**config.mk**
```make
export PLATFORM = sky130hd
export DESIGN_NAME = ram_cmd_sched
export DESIGN_NICKNAME = d
export VERILOG_FILES = /design/src/rtl/ram_pkg.sv /design/src/rtl/ram_sched_fifo.sv /design/src/rtl/ram_cmd_sched.sv
export SDC_FILE = /design/constraint.sdc
export NUM_CORES = 1
export LEC_CHECK = 0
export ABC_AREA = 1
export CAP_MARGIN = 25
export CORE_UTILIZATION = 35
export DETAILED_ROUTE_END_ITERATION = 8
export MAX_ROUTING_LAYER = met4
export SLEW_MARGIN = 20
export SYNTH_ARGS = -nofsm -noshare
export SYNTH_HDL_FRONTEND = slang
export SYNTH_HIERARCHICAL = 1
export SYNTH_SLANG_ARGS = --single-unit
```
**constraint.sdc**
```tcl
create_clock -name clk -period 10.5 [get_ports clk]
set_clock_uncertainty 0.1 [all_clocks]
set_input_delay 2.625 -clock clk [delete_from_list [all_inputs] [get_ports clk]]
set_output_delay 2.625 -clock clk [all_outputs]
set_load 0.02 [all_outputs]
```
**src/rtl/ram_pkg.sv**
```systemverilog
// Shared types for the RAM command scheduler: default widths, command and
// response records, and the scheduler FSM state.
package ram_pkg;

  localparam int RAM_ADDR_W = 32;
  localparam int RAM_DATA_W = 32;

  typedef struct packed {
    logic                  we;
    logic [RAM_ADDR_W-1:0] addr;
    logic [RAM_DATA_W-1:0] wdata;
  } ram_cmd_t;

  typedef struct packed {
    logic [RAM_DATA_W-1:0] data;
    logic                  err;
  } ram_rsp_t;

  typedef enum logic {
    RUN   = 1'b0,
    DRAIN = 1'b1
  } sched_state_t;

endpackage

```
**src/rtl/ram_sched_fifo.sv**
```systemverilog
// Synchronous FIFO with a clear input; full/empty come from an extra pointer MSB.
// Push while full is accepted only when a pop happens in the same cycle.
module ram_sched_fifo #(
  parameter int WIDTH = 8,
  parameter int DEPTH = 4
) (
  input  logic                     clk,
  input  logic                     rst,
  input  logic                     flush,
  input  logic                     push,
  input  logic [WIDTH-1:0]         din,
  input  logic                     pop,
  output logic [WIDTH-1:0]         dout,
  output logic                     full,
  output logic                     empty,
  output logic [$clog2(DEPTH):0]   count
);

  localparam int AW = $clog2(DEPTH);

  logic [WIDTH-1:0] mem [DEPTH];
  logic [AW:0]      wr_ptr;
  logic [AW:0]      rd_ptr;
  logic             do_push;
  logic             do_pop;

  assign do_pop  = pop && !empty;
  assign do_push = push && (!full || do_pop);

  always_ff @(posedge clk or posedge rst) begin
    if (rst) begin
      wr_ptr <= '0;
      rd_ptr <= '0;
    end else if (flush) begin
      wr_ptr <= '0;
      rd_ptr <= '0;
    end else begin
      if (do_push) wr_ptr <= wr_ptr + 1'b1;
      if (do_pop)  rd_ptr <= rd_ptr + 1'b1;
    end
  end

  // NOTE: storage is deliberately not reset; the pointers alone define which entries are live.
  always_ff @(posedge clk) begin
    if (do_push && !flush) mem[wr_ptr[AW-1:0]] <= din;
  end

  assign dout  = mem[rd_ptr[AW-1:0]];
  assign count = wr_ptr - rd_ptr;
  assign empty = (wr_ptr == rd_ptr);
  assign full  = (wr_ptr[AW] != rd_ptr[AW]) && (wr_ptr[AW-1:0] == rd_ptr[AW-1:0]);

endmodule

```
**src/rtl/ram_cmd_sched.sv**
```systemverilog
// In-order read/write command scheduler in front of the ram block, with credit-limited reads.
// Optional address range check enabled by defining RAM_SCHED_RANGE_CHK_EN.
module ram_cmd_sched
  import ram_pkg::*;
#(
  parameter int ADDR_W    = RAM_ADDR_W,
  parameter int DATA_W    = RAM_DATA_W,
  parameter int DEPTH     = 4,
  parameter int RD_LAT    = 1,
  parameter int MEM_WORDS = 1024
) (
  input  logic              clk,
  input  logic              rst,
  input  logic              cmd_valid,
  output logic              cmd_ready,
  input  logic              cmd_we,
  input  logic [ADDR_W-1:0] cmd_addr,
  input  logic [DATA_W-1:0] cmd_wdata,
  input  logic              flush,
  output logic              rsp_valid,
  input  logic              rsp_ready,
  output logic [DATA_W-1:0] rsp_data,
  output logic              rsp_err,
  output logic              ram_wr_en,
  output logic [ADDR_W-1:0] ram_wr_addr,
  output logic [DATA_W-1:0] ram_wr_data,
  output logic              ram_rd_en,
  output logic [ADDR_W-1:0] ram_rd_addr,
  input  logic [DATA_W-1:0] ram_rd_data
);

  localparam int CNT_W = $clog2(DEPTH) + 1;

  typedef struct packed {
    logic              we;
    logic [ADDR_W-1:0] addr;
    logic [DATA_W-1:0] wdata;
  } cmd_t;

  typedef struct packed {
    logic [DATA_W-1:0] data;
    logic              err;
  } rsp_t;

  sched_state_t      state;
  cmd_t              cmd_in;
  cmd_t              cmd_head;
  rsp_t              rsp_in;
  rsp_t              rsp_head;
  logic              cmd_full;
  logic              cmd_empty;
  logic              rsp_full;
  logic              rsp_empty;
  logic [CNT_W-1:0]  cmd_count;
  logic [CNT_W-1:0]  rsp_count;
  logic              cmd_push;
  logic              flush_go;
  logic              issue;
  logic              head_oor;
  logic              rd_credit;
  logic              bypass_q;
  logic [RD_LAT-1:0] sr_v;
  logic [RD_LAT-1:0] sr_e;
  logic              rsp_push;
  logic              rsp_pop;
  int                inflight;
  logic              unused;

  assign cmd_ready = !cmd_full && (state == RUN) && !rst;
  assign cmd_push  = cmd_valid && cmd_ready;
  assign cmd_in    = '{we: cmd_we, addr: cmd_addr, wdata: cmd_wdata};
  assign flush_go  = flush && (state == RUN);

  ram_sched_fifo #(.WIDTH($bits(cmd_t)), .DEPTH(DEPTH)) u_cmd_q (
    .clk   (clk),
    .rst   (rst),
    .flush (flush_go),
    .push  (cmd_push),
    .din   (cmd_in),
    .pop   (issue),
    .dout  (cmd_head),
    .full  (cmd_full),
    .empty (cmd_empty),
    .count (cmd_count)
  );

`ifdef RAM_SCHED_RANGE_CHK_EN
  assign head_oor = (cmd_head.addr >= ADDR_W'(MEM_WORDS));
  assign unused   = ^{cmd_count, rsp_full};
`else
  assign head_oor = 1'b0;
  assign unused   = ^{cmd_count, rsp_full, MEM_WORDS};
`endif

  // Reads still in the RAM pipe (including the one on the port this cycle) hold a credit.
  // NOTE: every combinational output gets a default first so no latch is inferred.
  always_comb begin
    inflight = int'(ram_rd_en) + int'(bypass_q);
    for (int i = 0; i < RD_LAT; i++) inflight += int'(sr_v[i]);
  end

  assign rd_credit = (int'(rsp_count) + inflight) < DEPTH;
  assign issue     = !cmd_empty && (state == RUN) && !flush && (cmd_head.we || rd_credit);

  always_ff @(posedge clk or posedge rst) begin
    if (rst) begin
      state       <= RUN;
      ram_wr_en   <= 1'b0;
      ram_wr_addr <= '0;
      ram_wr_data <= '0;
      ram_rd_en   <= 1'b0;
      ram_rd_addr <= '0;
      bypass_q    <= 1'b0;
    end else begin
      ram_wr_en <= issue && cmd_head.we && !head_oor;
      ram_rd_en <= issue && !cmd_head.we && !head_oor;
      bypass_q  <= issue && !cmd_head.we && head_oor;
      if (issue && cmd_head.we) begin
        ram_wr_addr <= cmd_head.addr;
        ram_wr_data <= cmd_head.wdata;
      end
      if (issue && !cmd_head.we) ram_rd_addr <= cmd_head.addr;
      case (state)
        RUN:     if (flush) state <= DRAIN;
        DRAIN:   if (inflight == 0) state <= RUN;
        default: state <= RUN;
      endcase
    end
  end

  // Out-of-range reads ride the same pipe as real ones so they land at the same latency.
  always_ff @(posedge clk or posedge rst) begin
    if (rst) begin
      sr_v <= '0;
      sr_e <= '0;
    end else begin
      sr_v[0] <= ram_rd_en || bypass_q;
      sr_e[0] <= bypass_q;
      for (int i = 1; i < RD_LAT; i++) begin
        sr_v[i] <= sr_v[i-1];
        sr_e[i] <= sr_e[i-1];
      end
    end
  end

  assign rsp_push = sr_v[RD_LAT-1];
  assign rsp_in   = '{data: (sr_e[RD_LAT-1] ? '0 : ram_rd_data), err: sr_e[RD_LAT-1]};
  assign rsp_pop  = rsp_valid && rsp_ready;

  ram_sched_fifo #(.WIDTH($bits(rsp_t)), .DEPTH(DEPTH)) u_rsp_q (
    .clk   (clk),
    .rst   (rst),
    .flush (1'b0),
    .push  (rsp_push),
    .din   (rsp_in),
    .pop   (rsp_pop),
    .dout  (rsp_head),
    .full  (rsp_full),
    .empty (rsp_empty),
    .count (rsp_count)
  );

  assign rsp_valid = !rsp_empty;
  assign rsp_data  = rsp_valid ? rsp_head.data : '0;
  assign rsp_err   = rsp_valid && rsp_head.err;

endmodule
```
==> impl_metrics.csv <==
group,metric,value,unit
floorplan,start_util,35.6,%
grt,top_usage_layer,"met2",
setup_path,cpMostUsedCell,"clkdlybuf4s50_1",
cts,cts_max_path_buffers,3,
sta,fin_crit,6.72,ns
status,status,"completed",
synthesis,syn_area,0.0207,mm²
grt,grtUsageMet3,3.55,%
min_path,hold_path_class,"register to register",
sta,fmax,149,MHz
setup_path,r2r_end,"u_cmd_q/mem[0][26]",
setup_path,required,7.78,ns
sta,rsz0062_at_grt,"false",
finish,drive_above_1_share,14.7,%
setup_path,r2r_start,"u_cmd_q/rd_ptr[0]",
floorplan,num_rows,88,
sta,tightest_slew,0.986,ns
setup_path,crit_path_end_kind,"output port",
route,drtIter0Drc,755,
min_path,holdPathStages,0,
finish,multiInputGateArea,0.00521,mm²
cts,clock_latency,0.59,ns
sta,hold_violations,0,
synthesis,synth_cells,1583,
finish,nNetsFinal,1927,
route,via_per_inst,4.77,
setup_path,cp-start-kind,"input port",
route,drt_wl_total,48.1,mm
finish,fin_cells,2627,
placement,hpwlAfterDp,28.3,mm
route,drtAntennaViolNets,0,
grt,grtUsageMet2,26.9,%
placement,placed_area,0.0235,mm²
min_path,hold_end,"rsp_push",
placement,port_buffers,234,
route,detail_route.wl_per_cell,18.3,µm
setup_path,cp_top_family,"buffers and inverters",
job,cap_violations,0,
synthesis,syn_avg_cell_area,13.1,µm²
cts,cts_setup_buffers,0,
grt,grt_pass1_wl,74.3,mm
finish,area_growth,22.7,%
cts,htree_levels,2,
sta,max_slew_margin,34.3,%
finish,stdcell_area,0.0254,mm²
route,vias,12500,
grt,antenna_found_initial,10,
placement,place_inst,2515,
route,post-route-drc-count,0,
power_and_ir_drop,peakVddDrop,140,µV
sta,setup_violations,0,
cts,ctsResizeCount,0,
floorplan,core_area,0.0580,mm²
cts,cts.sinks,504,
grt,gr-total-overflow,0,
grt,grt_max_degree,89,
setup_path,worstSetupPathType,"input port to output port",
finish,regArea,0.0146,mm²
cts,cts_buffers,54,
sta,setup_tns,0,ns
floorplan,dieWidth,245,µm
floorplan,die_area,0.0600,mm²
cts,cts_hold_buffers,0,
cts,clkSlewWorstSetupHoldPaths,0.06,ns
power_and_ir_drop,power.density,230,mW/mm²
finish,n_fill_cell,5235,
route,dr.pass1.iters,5,
setup_path,slowest_stage,"clkdlybuf4s50_1",
setup_path,crit_arrival,3.99,ns
grt,first_global_vias,12800,
placement,globalplace.congestion,0.746,
setup_path,crit_path_max_incr_delay,0.64,ns
floorplan,fp.dieH,245,µm
cts,cts_root_buffer,"clkbuf_16",
setup_path,path_cells,"clkdlybuf4s50_1 > nor3_1 > clkdlybuf4s50_1",
cts,cts_tree,"built",
setup_path,crit_fanout,4,
power_and_ir_drop,p_leak,0.00934,µW
setup_path,reg2reg_slack,5.07,ns
sta,fin_crit_sh,64.0,%
sta,maxSlewViolCount,0,
setup_path,path_buf_inv,2,
setup_path,reg2reg_depth,10,
grt,track_usage,16.6,%
floorplan,pin_count,235,
min_path,hold_start,"ram_rd_en",
grt,gr-usage-met1,20.8,%
synthesis,yosys_warnings,6,
-- layout make-up --
cell class | count | share of cell area, %
Antenna cell | 10 | 0.0987
Clock buffer | 68 | 5.66
Clock inverter | 33 | 1.32
Inverter | 77 | 1.18
Multi-Input combinational cell | 916 | 20.6
Sequential cell | 504 | 57.5
Tap cell | 765 | 3.78
Timing Repair Buffer | 254 | 9.90
-- metal layers --
metal  wire [µm]  share of wire (%)
met1       21100                 44
met2       23100                 48
met3        2830                5.9
met4        1010                2.1
met5           0                  0
-- state kept, by name, summed over array words and instances, names as in the netlist --
| register | count |
|---|---|
| rsp_push | 1 |
| ram_wr_en | 1 |
| u_cmd_q/mem | 260 |
| u_cmd_q/wr_ptr | 3 |
| state | 1 |
| ram_rd_addr | 32 |
| ram_rd_en | 1 |
| u_cmd_q/rd_ptr | 3 |
| ram_wr_data | 32 |
| ram_wr_addr | 32 |
| u_rsp_q/rd_ptr | 3 |
| u_rsp_q/wr_ptr | 3 |
| u_rsp_q/mem | 132 |
-- placed cells by master, fill, tap and decap left out, types with 7 or more instances in the layout --
| master | count |
|---|---|
| edfxtp_1 | 392 |
| nand2_1 | 280 |
| clkdlybuf4s50_1 | 234 |
| nor2_1 | 168 |
| o21ai_0 | 164 |
| dfrtp_1 | 109 |
| nor2_4 | 72 |
| inv_1 | 65 |
| o22ai_2 | 65 |
| clkbuf_16 | 55 |
| nand3_1 | 47 |
| o22ai_1 | 33 |
| o21ai_1 | 28 |
| buf_4 | 19 |
| ha_1 | 17 |
| clkinv_2 | 16 |
| nand4_1 | 12 |
| clkbuf_1 | 11 |
| diode_2 | 10 |
| inv_2 | 7 |
-- through the flow --
stage	total power [µW]	worst slack, ns	hold WS, ns	util [%]
floorplan	3420	3.62	0.383	-
CTS	5910	3.77	0.356	43.6
finish	5840	3.78	0.360	43.7
global placement	3990	3.80	0.336	40.6
global route	6120	3.70	0.389	43.7
detailed placement	4020	3.77	0.338	40.6
-- how the worst max path moves through the flow --
stage	startpoint	end	slack, ns	depth (start not counted)
floorplan	rst	u_cmd_q/mem[0][0]	3.62	4
global placement	rst	cmd_ready	3.80	3
detailed placement	rst	cmd_ready	3.77	3
CTS	rst	cmd_ready	3.77	3
global route	rst	cmd_ready	3.70	3
finish	rst	cmd_ready	3.78	3
-- power breakdown --
group	total (µW)	internal, µW	switching, µW
registers	2530	2400	135
clock network	1870	1100	776
logic	1430	550	882
No activity file was read; power rests on OpenSTA's default activity.
